### src/rtl/uart_txrx_core.sv
// Full-duplex UART core: independent TX and RX state machines that share only the
// clock and reset. Parity, stop-bit count and data width are set by parameters.
module uart_txrx_core #(
    parameter int unsigned SYS_FREQ    = 50_000_000,
    parameter int unsigned BAUD_RATE   = 115200,
    parameter int unsigned DATA_SIZE   = 8,
    parameter int unsigned PARITY_MODE = 0,
    parameter int unsigned STOP_BITS   = 1
) (
    input  logic                 clk,
    input  logic                 reset_n,
    input  logic                 rx,
    output logic                 tx,
    input  logic [DATA_SIZE-1:0] din,
    input  logic                 send_req,
    output logic                 send_ack,
    output logic [DATA_SIZE-1:0] dout,
    output logic                 recv_req,
    input  logic                 recv_ack,
    output logic                 parity_err,
    output logic                 frame_err,
    output logic                 overrun_err
);

    localparam int unsigned CLKS_PER_BIT = SYS_FREQ / BAUD_RATE;
    localparam int unsigned CNT_W        = $clog2(CLKS_PER_BIT);
    localparam int unsigned BIT_W        = $clog2(DATA_SIZE);

    localparam logic [CNT_W-1:0] BaudLast  = CNT_W'(CLKS_PER_BIT - 1);
    localparam logic [CNT_W-1:0] BaudMid   = CNT_W'(CLKS_PER_BIT / 2);
    localparam logic [BIT_W-1:0] DataLast  = BIT_W'(DATA_SIZE - 1);
    localparam logic [BIT_W-1:0] StopLast  = BIT_W'(STOP_BITS - 1);
    localparam logic             HasParity = (PARITY_MODE != 0);
    localparam logic             ParOdd    = (PARITY_MODE == 2);

    typedef enum logic [2:0] {StIdle, StStart, StData, StParity, StStop} state_e;

    // ------------------------------------------------------------------ TX
    state_e               tx_state_q, tx_state_d;
    logic [CNT_W-1:0]     tx_baud_q, tx_baud_d;
    logic [BIT_W-1:0]     tx_bit_q, tx_bit_d;
    logic [DATA_SIZE-1:0] tx_data_q, tx_data_d;
    logic                 tx_baud_end;

    assign tx_baud_end = (tx_baud_q == BaudLast);

    always_ff @(posedge clk or negedge reset_n) begin
        if (!reset_n) begin
            tx_state_q <= StIdle;
            tx_baud_q  <= '0;
            tx_bit_q   <= '0;
            tx_data_q  <= '0;
        end else begin
            tx_state_q <= tx_state_d;
            tx_baud_q  <= tx_baud_d;
            tx_bit_q   <= tx_bit_d;
            tx_data_q  <= tx_data_d;
        end
    end

    always_comb begin
        tx_state_d = tx_state_q;
        tx_bit_d   = tx_bit_q;
        tx_data_d  = tx_data_q;
        tx_baud_d  = tx_baud_end ? '0 : tx_baud_q + CNT_W'(1);
        unique case (tx_state_q)
            StIdle: begin
                tx_baud_d = '0;
                tx_bit_d  = '0;
                if (send_req) begin
                    tx_data_d  = din;
                    tx_state_d = StStart;
                end
            end
            StStart: if (tx_baud_end) tx_state_d = StData;
            StData: begin
                if (tx_baud_end) begin
                    if (tx_bit_q == DataLast) begin
                        tx_bit_d   = '0;
                        tx_state_d = HasParity ? StParity : StStop;
                    end else begin
                        tx_bit_d = tx_bit_q + BIT_W'(1);
                    end
                end
            end
            StParity: if (tx_baud_end) tx_state_d = StStop;
            StStop: begin
                if (tx_baud_end) begin
                    if (tx_bit_q == StopLast) begin
                        tx_bit_d   = '0;
                        tx_state_d = StIdle;
                    end else begin
                        tx_bit_d = tx_bit_q + BIT_W'(1);
                    end
                end
            end
            default: tx_state_d = StIdle;
        endcase
    end

    always_comb begin
        tx       = 1'b1;
        send_ack = 1'b0;
        unique case (tx_state_q)
            StIdle:   send_ack = send_req;
            StStart:  tx = 1'b0;
            StData:   tx = tx_data_q[tx_bit_q];
            StParity: tx = (^tx_data_q) ^ ParOdd;
            StStop:   tx = 1'b1;
            default:  tx = 1'b1;
        endcase
    end

    // ------------------------------------------------------------------ RX
    logic                 rx_meta_q, rx_sync_q, rx_prev_q;
    state_e               rx_state_q, rx_state_d;
    logic [CNT_W-1:0]     rx_baud_q, rx_baud_d;
    logic [BIT_W-1:0]     rx_bit_q, rx_bit_d;
    logic [DATA_SIZE-1:0] rx_shift_q, rx_shift_d;
    logic                 rx_par_q, rx_par_d;
    logic [DATA_SIZE-1:0] dout_q, dout_d;
    logic                 recv_req_q, recv_req_d;
    logic                 perr_q, perr_d, ferr_q, ferr_d, ovr_q, ovr_d;
    logic                 rx_mid, rx_end, frame_done, par_bad, accept;

    assign rx_mid = (rx_baud_q == BaudMid);
    assign rx_end = (rx_baud_q == BaudLast);

    always_ff @(posedge clk or negedge reset_n) begin
        if (!reset_n) begin
            rx_meta_q  <= 1'b1;
            rx_sync_q  <= 1'b1;
            rx_prev_q  <= 1'b1;
            rx_state_q <= StIdle;
            rx_baud_q  <= '0;
            rx_bit_q   <= '0;
            rx_shift_q <= '0;
            rx_par_q   <= 1'b0;
            dout_q     <= '0;
            recv_req_q <= 1'b0;
            perr_q     <= 1'b0;
            ferr_q     <= 1'b0;
            ovr_q      <= 1'b0;
        end else begin
            rx_meta_q  <= rx;
            rx_sync_q  <= rx_meta_q;
            rx_prev_q  <= rx_sync_q;
            rx_state_q <= rx_state_d;
            rx_baud_q  <= rx_baud_d;
            rx_bit_q   <= rx_bit_d;
            rx_shift_q <= rx_shift_d;
            rx_par_q   <= rx_par_d;
            dout_q     <= dout_d;
            recv_req_q <= recv_req_d;
            perr_q     <= perr_d;
            ferr_q     <= ferr_d;
            ovr_q      <= ovr_d;
        end
    end

    always_comb begin
        rx_state_d = rx_state_q;
        rx_bit_d   = rx_bit_q;
        rx_shift_d = rx_shift_q;
        rx_par_d   = rx_par_q;
        rx_baud_d  = rx_end ? '0 : rx_baud_q + CNT_W'(1);
        unique case (rx_state_q)
            StIdle: begin
                rx_baud_d = '0;
                rx_bit_d  = '0;
                if (rx_prev_q && !rx_sync_q) rx_state_d = StStart;
            end
            StStart: begin
                // A line that is high again at mid-start was only a glitch.
                if (rx_mid && rx_sync_q) rx_state_d = StIdle;
                else if (rx_end)         rx_state_d = StData;
            end
            StData: begin
                if (rx_mid) rx_shift_d[rx_bit_q] = rx_sync_q;
                if (rx_end) begin
                    if (rx_bit_q == DataLast) begin
                        rx_bit_d   = '0;
                        rx_state_d = HasParity ? StParity : StStop;
                    end else begin
                        rx_bit_d = rx_bit_q + BIT_W'(1);
                    end
                end
            end
            StParity: begin
                if (rx_mid) rx_par_d = rx_sync_q;
                if (rx_end) rx_state_d = StStop;
            end
            // The frame ends at mid first stop bit so the next start edge is never missed.
            StStop: if (rx_mid) rx_state_d = StIdle;
            default: rx_state_d = StIdle;
        endcase
    end

    always_comb begin
        frame_done = (rx_state_q == StStop) && rx_mid;
        par_bad    = HasParity && (rx_par_q != ((^rx_shift_q) ^ ParOdd));
        accept     = frame_done && (!recv_req_q || recv_ack);
        dout_d     = accept ? rx_shift_q : dout_q;
        recv_req_d = accept ? 1'b1 : (recv_ack ? 1'b0 : recv_req_q);
        perr_d     = frame_done && par_bad;
        ferr_d     = frame_done && !rx_sync_q;
        ovr_d      = frame_done && !accept;
    end

    assign dout        = dout_q;
    assign recv_req    = recv_req_q;
    assign parity_err  = perr_q;
    assign frame_err   = ferr_q;
    assign overrun_err = ovr_q;

endmodule

### config.mk
export PLATFORM = sky130hd
export DESIGN_NAME = uart_txrx_core
export DESIGN_NICKNAME = d
export VERILOG_FILES = /design/src/rtl/uart_txrx_core.sv
export SDC_FILE = /design/constraint.sdc
export NUM_CORES = 1
export LEC_CHECK = 0
export BUFFER_PORTS_ARGS = -buffer_cell sky130_fd_sc_hd__clkbuf_2
export CAP_MARGIN = 20
export CORE_ASPECT_RATIO = 0.6
export CORE_UTILIZATION = 60
export CTS_BUF_LIST = sky130_fd_sc_hd__clkbuf_4
export DETAILED_ROUTE_END_ITERATION = 6
export PLACE_DENSITY = 0.81
export SLEW_MARGIN = 15
export SYNTH_ARGS = -nofsm -noshare
export SYNTH_HDL_FRONTEND = slang
export SYNTH_SLANG_ARGS = --single-unit
### constraint.sdc
create_clock -name clk -period 2.75 [get_ports clk]
set_input_delay 0.275 -clock clk [delete_from_list [all_inputs] [get_ports clk]]
set_output_delay 0.275 -clock clk [all_outputs]
set_load 0.02 [all_outputs]
# Word level (Yosys, flattened, before mapping)
# Index checks and enable logic that the tools add are counted.
dict set report word_totals {
  input_bits 13
  register_bits 60
}
dict set report classes {
  addsub 4
  reduce_logical 24
  magnitude_cmp 3
  muxes 37
  n_eq_ne 26
}
# op count
set op_table {}
lappend op_table {{2-to-1 mux 3 bit} 20}
lappend op_table {{2-to-1 mux 9 bit} 4}
lappend op_table {{case mux 3 bit (5 select lines)} 2}
lappend op_table {{!= test 2 bit, second input constant} 12}
lappend op_table {{adder 9 x 1 -> 9 bit, second input constant} 2}
lappend op_table {{== test 9 bit, second input constant} 2}
lappend op_table {{== test 3 x 2 -> 1 bit, second input constant} 4}
lappend op_table {{== test 3 bit, second input constant} 4}
lappend op_table {{== test 9 x 8 -> 1 bit, second input constant} 1}
lappend op_table {{logical NOT 3 bit} 3}
lappend op_table {{case mux 3 bit (3 select lines)} 1}
lappend op_table {{bitwise mux 8 bit} 1}
lappend op_table {{less-than comparator 3 x 4 -> 1 bit, second input constant} 2}
lappend op_table {{XOR reduction 8 bit} 1}
lappend op_table {{logical AND 1 bit} 7}
lappend op_table {{AND reduction 7 bit} 1}
lappend op_table {{adder 3 x 1 -> 3 bit, second input constant} 2}
lappend op_table {{== test 3 x 1 -> 1 bit, second input constant} 2}
lappend op_table {{case mux 3 bit (2 select lines)} 1}
lappend op_table {{AND reduction 2 bit} 3}
lappend op_table {{AND reduction 6 bit} 1}
lappend op_table {{2-to-1 mux 1 bit} 5}
lappend op_table {{nonzero test 2 bit} 2}
lappend op_table {{binary-select mux 1 bit (select 3 bit)} 1}
lappend op_table {{8 further kinds} 10}

# Depth between registers and ports, before layout
dict set report depth {
  word_depth 5
  depth_mapped 8
  depth_no_buf 6
}

# Worst setup path before layout
# OpenSTA, ideal clock, no wires.
dict set report synth_path {
  path_kind {register to register}
  start {register rx_baud_q[1]}
  end {register rx_shift_q[5]}
  slack_ps 774
  synth_period_minus_slack_ps 1976
  path_stages_with_launch 7
  arrival_ps 1852
  path_cell_list {dfrtp_1 inv_1 ha_1 nand4b_1 or4_4 nor3b_2 mux2_2}
}
dict set report synth_via {
  elab_chain_len 2
}
# item line_no
set synth_lines {}
lappend synth_lines {{from (decl)} 117} ;# logic [CNT_W-1:0] rx_baud_q, rx_baud_d;
lappend synth_lines {{from (signal assigned)} 149} ;# rx_baud_q <= rx_baud_d;
lappend synth_lines {{== test 9 x 8 -> 1 bit} 126} ;# assign rx_mid = (rx_baud_q == BaudMid);
lappend synth_lines {{AND reduction 2 bit (no source line)} n/a}
lappend synth_lines {{to (signal assigned)} 151} ;# rx_shift_q <= rx_shift_d;
lappend synth_lines {{to (decl)} 119} ;# logic [DATA_SIZE-1:0] rx_shift_q, rx_shift_d;
# Every way passes these cells.
# A chain may end at the register's enable or synchronous reset.

# Worst setup path after layout
dict set report layout_path {
  start {register tx_bit_q[0]}
  end {output tx}
}
dict set report layout_via {
  elab_chain_len 3
}
# item line_no
set layout_lines {}
lappend layout_lines {{from (decl)} 41} ;# logic [BIT_W-1:0] tx_bit_q, tx_bit_d;
lappend layout_lines {{from (signal assigned)} 56} ;# tx_bit_q <= tx_bit_d;
lappend layout_lines {{binary-select mux 1 bit (select 3 bit)} 107} ;# StData: tx = tx_data_q[tx_bit_q];
lappend layout_lines {{2-to-1 mux 1 bit (implied by the code)} 107}
lappend layout_lines {{case mux 1 bit (3 select lines)} 104} ;# unique case (tx_state_q)
lappend layout_lines {{to (decl)} 13} ;# output logic tx,
# Every way passes these cells. The select of a mux whose other input is x is not followed.

==> flow_summary.json <==
{
  "synth_cell_types": 53,
  "drt.antenna.violating_nets": 0,
  "p_int_uw": 1545,
  "required_ns": 2.48,
  "multiInputGateArea_mm2": 0.001324,
  "p_leak_uw": 0.001479,
  "pre_cts_ws_ns": 0.5597,
  "power_frac_comb_pct": 19.2,
  "cp-end-kind": "output port",
  "pwr-share-seq_pct": 52.8,
  "cts_resized": 0,
  "period_share_pct": 81.78,
  "route.met3.wl_um": 288,
  "n_fill_cell": 365,
  "place_hpwl_um": 3619,
  "grt_remaining_overflow": 0,
  "start_util_pct": 63.02,
  "cp.arrival_ns": 1.97,
  "die_h_um": 56.05,
  "drt_first_pass_iters": 5,
  "finalMaxSlewViolations": 0,
  "hold_viol": 0,
  "rows": 19,
  "grt_pass1_vias": 1858,
  "num_vias": 2011,
  "nets": 306,
  "layout_setup_ws_ns": 0.5011,
  "port_buffers": 25,
  "dr.max_layer_used": "met4",
  "die_w_um": 92.09,
  "synth_cells": 258,
  "switching_share_pct": 29.22,
  "synth_edf_count": 0,
  "drive_above_1_share_pct": 26.30,
  "final_util_pct": 69.45,
  "track_usage_pct": 23.37,
  "clkSinkCount": 60,
  "drc": 0,
  "rsz0062_at_grt": "false",
  "power_density_mw_per_mm2": 678.1,
  "synth_nets": 280,
  "gp_congestion": 0.8930,
  "regArea_mm2": 0.001505,
  "fin_tns_setup_ns": 0,
  "cts.path.max_buffers": 2,
  "drv_cap": 0,
  "viasPerCell": 5.713,
  "tightest_slew_ns": 1.013,
  "grt_max_degree": 61,
  "setup_viol": 0,
  "syn_area_mm2": 0.002922,
  "clock_power_share_pct": 28.0,
  "ys_seq_elements": 60,
  "status": "finished, final reports clean",
  "cts_buffers": 9,
  "core_area_mm2": 0.004636,
  "ys.warnings.count": 0,
  "clock_latency_ns": 0.39,
  "p_sw_uw": 638.0,
  "grt_pass1_wl_um": 9073,
  "antenna_cells": 0,
  "hp-class": "input port to async pin",
  "finClkSkew_ns": 0.01577,
  "fin_total_pwr_uw": 2183,
  "root_buffer": "clkbuf_4",
  "period_needed_ns": 2.249,
  "syn_to_final_growth_pct": 10.19,
  "h-tree-depth": 3,
  "wl_met1_um": 2693,
  "relSlewSlack_pct": 31.86,
  "async_flop_share_pct": 100.0,
  "cts_tree": "done",
  "crit_type": "flop to output port",
  "io_pins": 27,
  "mostFrequentLayoutCells": "dfrtp_1 (57), nor2_1 (29), mux2_2 (25), clkbuf_2 (25)",
  "drtIter0Drc": 162,
  "die_area_mm2": 0.005161,
  "yosysSeqAreaShare_pct": 51.52,
  "critPathLaunchType": "flop",
  "drt_wl_total_um": 5326,
  "antenna_found_initial": 0,
  "synth_area_per_cell_um2": 11.32,
  "max-vdd-ir-drop_v": 0.0005717,
  "crit_fanout": 6,
  "final_common_cell": "dfrtp_1",
  "fmax_mhz": 444.7,
  "clk_pin_slew_worst_paths_ns": 0.11,
  "ys.flop_type": "dfrtp_1",
  "wl_met2_um": 2325,
  "routedWlPerCell_um": 15.13
}
==> state kept, by name, summed over array words and instances, names as in the netlist, 3 cells and up <==
name	cells
tx_baud_q	9
rx_shift_q	8
dout	8
tx_data_q	8
tx_bit_q	3
tx_state_q	3
rx_baud_q	9
rx_bit_q	3
rx_state_q	3
==> path summary, 6_finish.rpt <==
check / slack, ns / endpoint / start / depth (start not counted)
worst max-delay path: 0.50 / tx / tx_bit_q[0] / 5
worst max register to register: 0.50 / rx_shift_q[6] / rx_baud_q[1] / 6
worst min-delay path: 0.02 / dout[4] / reset_n / 2
max in group asynchronous: 2.23 / tx_data_q[1] / reset_n / 2
min in group clk: 0.12 / tx_data_q[0] / din[0] / 2
worst min register to register: 0.36 / rx_sync_q / rx_meta_q / 0
==> worst max-delay path, stage by stage, from the launching register on <==
cell      delay, ns
dfrtp_1        0.50
mux2_2         0.38
or3_1          0.30
o211ai_1       0.10
o221ai_1       0.13
clkbuf_2       0.18
==> power by group through the flow <==
| stage | combinational (uW) | sequential [uW] | clock [uW] |
|---|---|---|---|
| after floorplan | 355 | 1110 | 0 |
| after global placement | 406 | 1150 | 0 |
| after detailed placement | 424 | 1160 | 0 |
| after CTS | 425 | 1150 | 626 |
| after global routing | 476 | 1170 | 663 |
| final | 418 | 1150 | 612 |
==> logic make-up after synthesis <==
family	count (synthesis)	share of synthesized area, %
other	1	0.1284
XOR/XNOR	21	6.296
AO/OA/AOI/OAI	30	7.538
adder cells (fa/ha/maj)	10	4.197
AND/OR/NAND/NOR	88	16.40
buffers and inverters	21	3.169
multiplexers	27	10.75
flip-flops	60	51.52
==> synthesized netlist by cell type, types with 2 or more instances <==
cell type	instances	share of area [%]
a21oi_1	2	0.34
a22oi_1	3	0.77
a31o_2	2	0.60
a31oi_1	4	0.86
and3_1	2	0.43
and4_1	3	0.90
buf_1	2	0.26
buf_2	2	0.34
clkbuf_1	6	0.77
dfrtp_1	57	49
dfstp_2	3	2.7
ha_1	9	3.9
inv_1	9	1.2
mux2_2	25	9.6
nand2_1	13	1.7
nand2b_1	2	0.43
nand3_1	9	1.5
nand3b_1	3	0.77
nand4_1	5	1.1
nor2_1	29	3.7
nor2b_1	2	0.43
nor3_1	5	0.86
nor3b_2	2	0.86
nor4b_1	2	0.60
o211ai_1	2	0.51
o21ai_0	4	0.69
o2bb2ai_1	5	1.5
or3_1	2	0.43
xnor2_1	12	3.6
xor2_1	9	2.7
==> timing repair <==
item                                   in CTS  in global routing
endpoints found under the hold margin       1                  0
hold buffers                                1                  0
setup buffers                               0                  0
==> per-layer routing <==
metal  track usage [%]  vias to the layer above
met5                 0                        -
met4             8.482                        0
met3             7.787                        2
met2             32.30                       65
met1             34.34                      976
li1                  -                      968
==> metrics by stage <==
stage          instance area [um^2]  hold slack [ns]  std cells
3_5_place_dp                   3074           0.3468        335
4_1_cts                        3219          0.04863        352
6_report                       3219          0.02338        352
5_1_grt                        3219          0.07384        352
2_1_floorplan                  2922         -0.02059        258
3_3_place_gp                   3074           0.3459        335
==> final cells by class <==
class	count	share of cell area [%]
clock inverters	3	1.166
multi-input cells	177	41.12
well taps	63	2.449
flip-flops and latches	60	46.75
repair buffers	27	4.431
inverters	9	1.049
clock buffers	13	3.031
No activity file was read; power rests on OpenSTA's default activity.
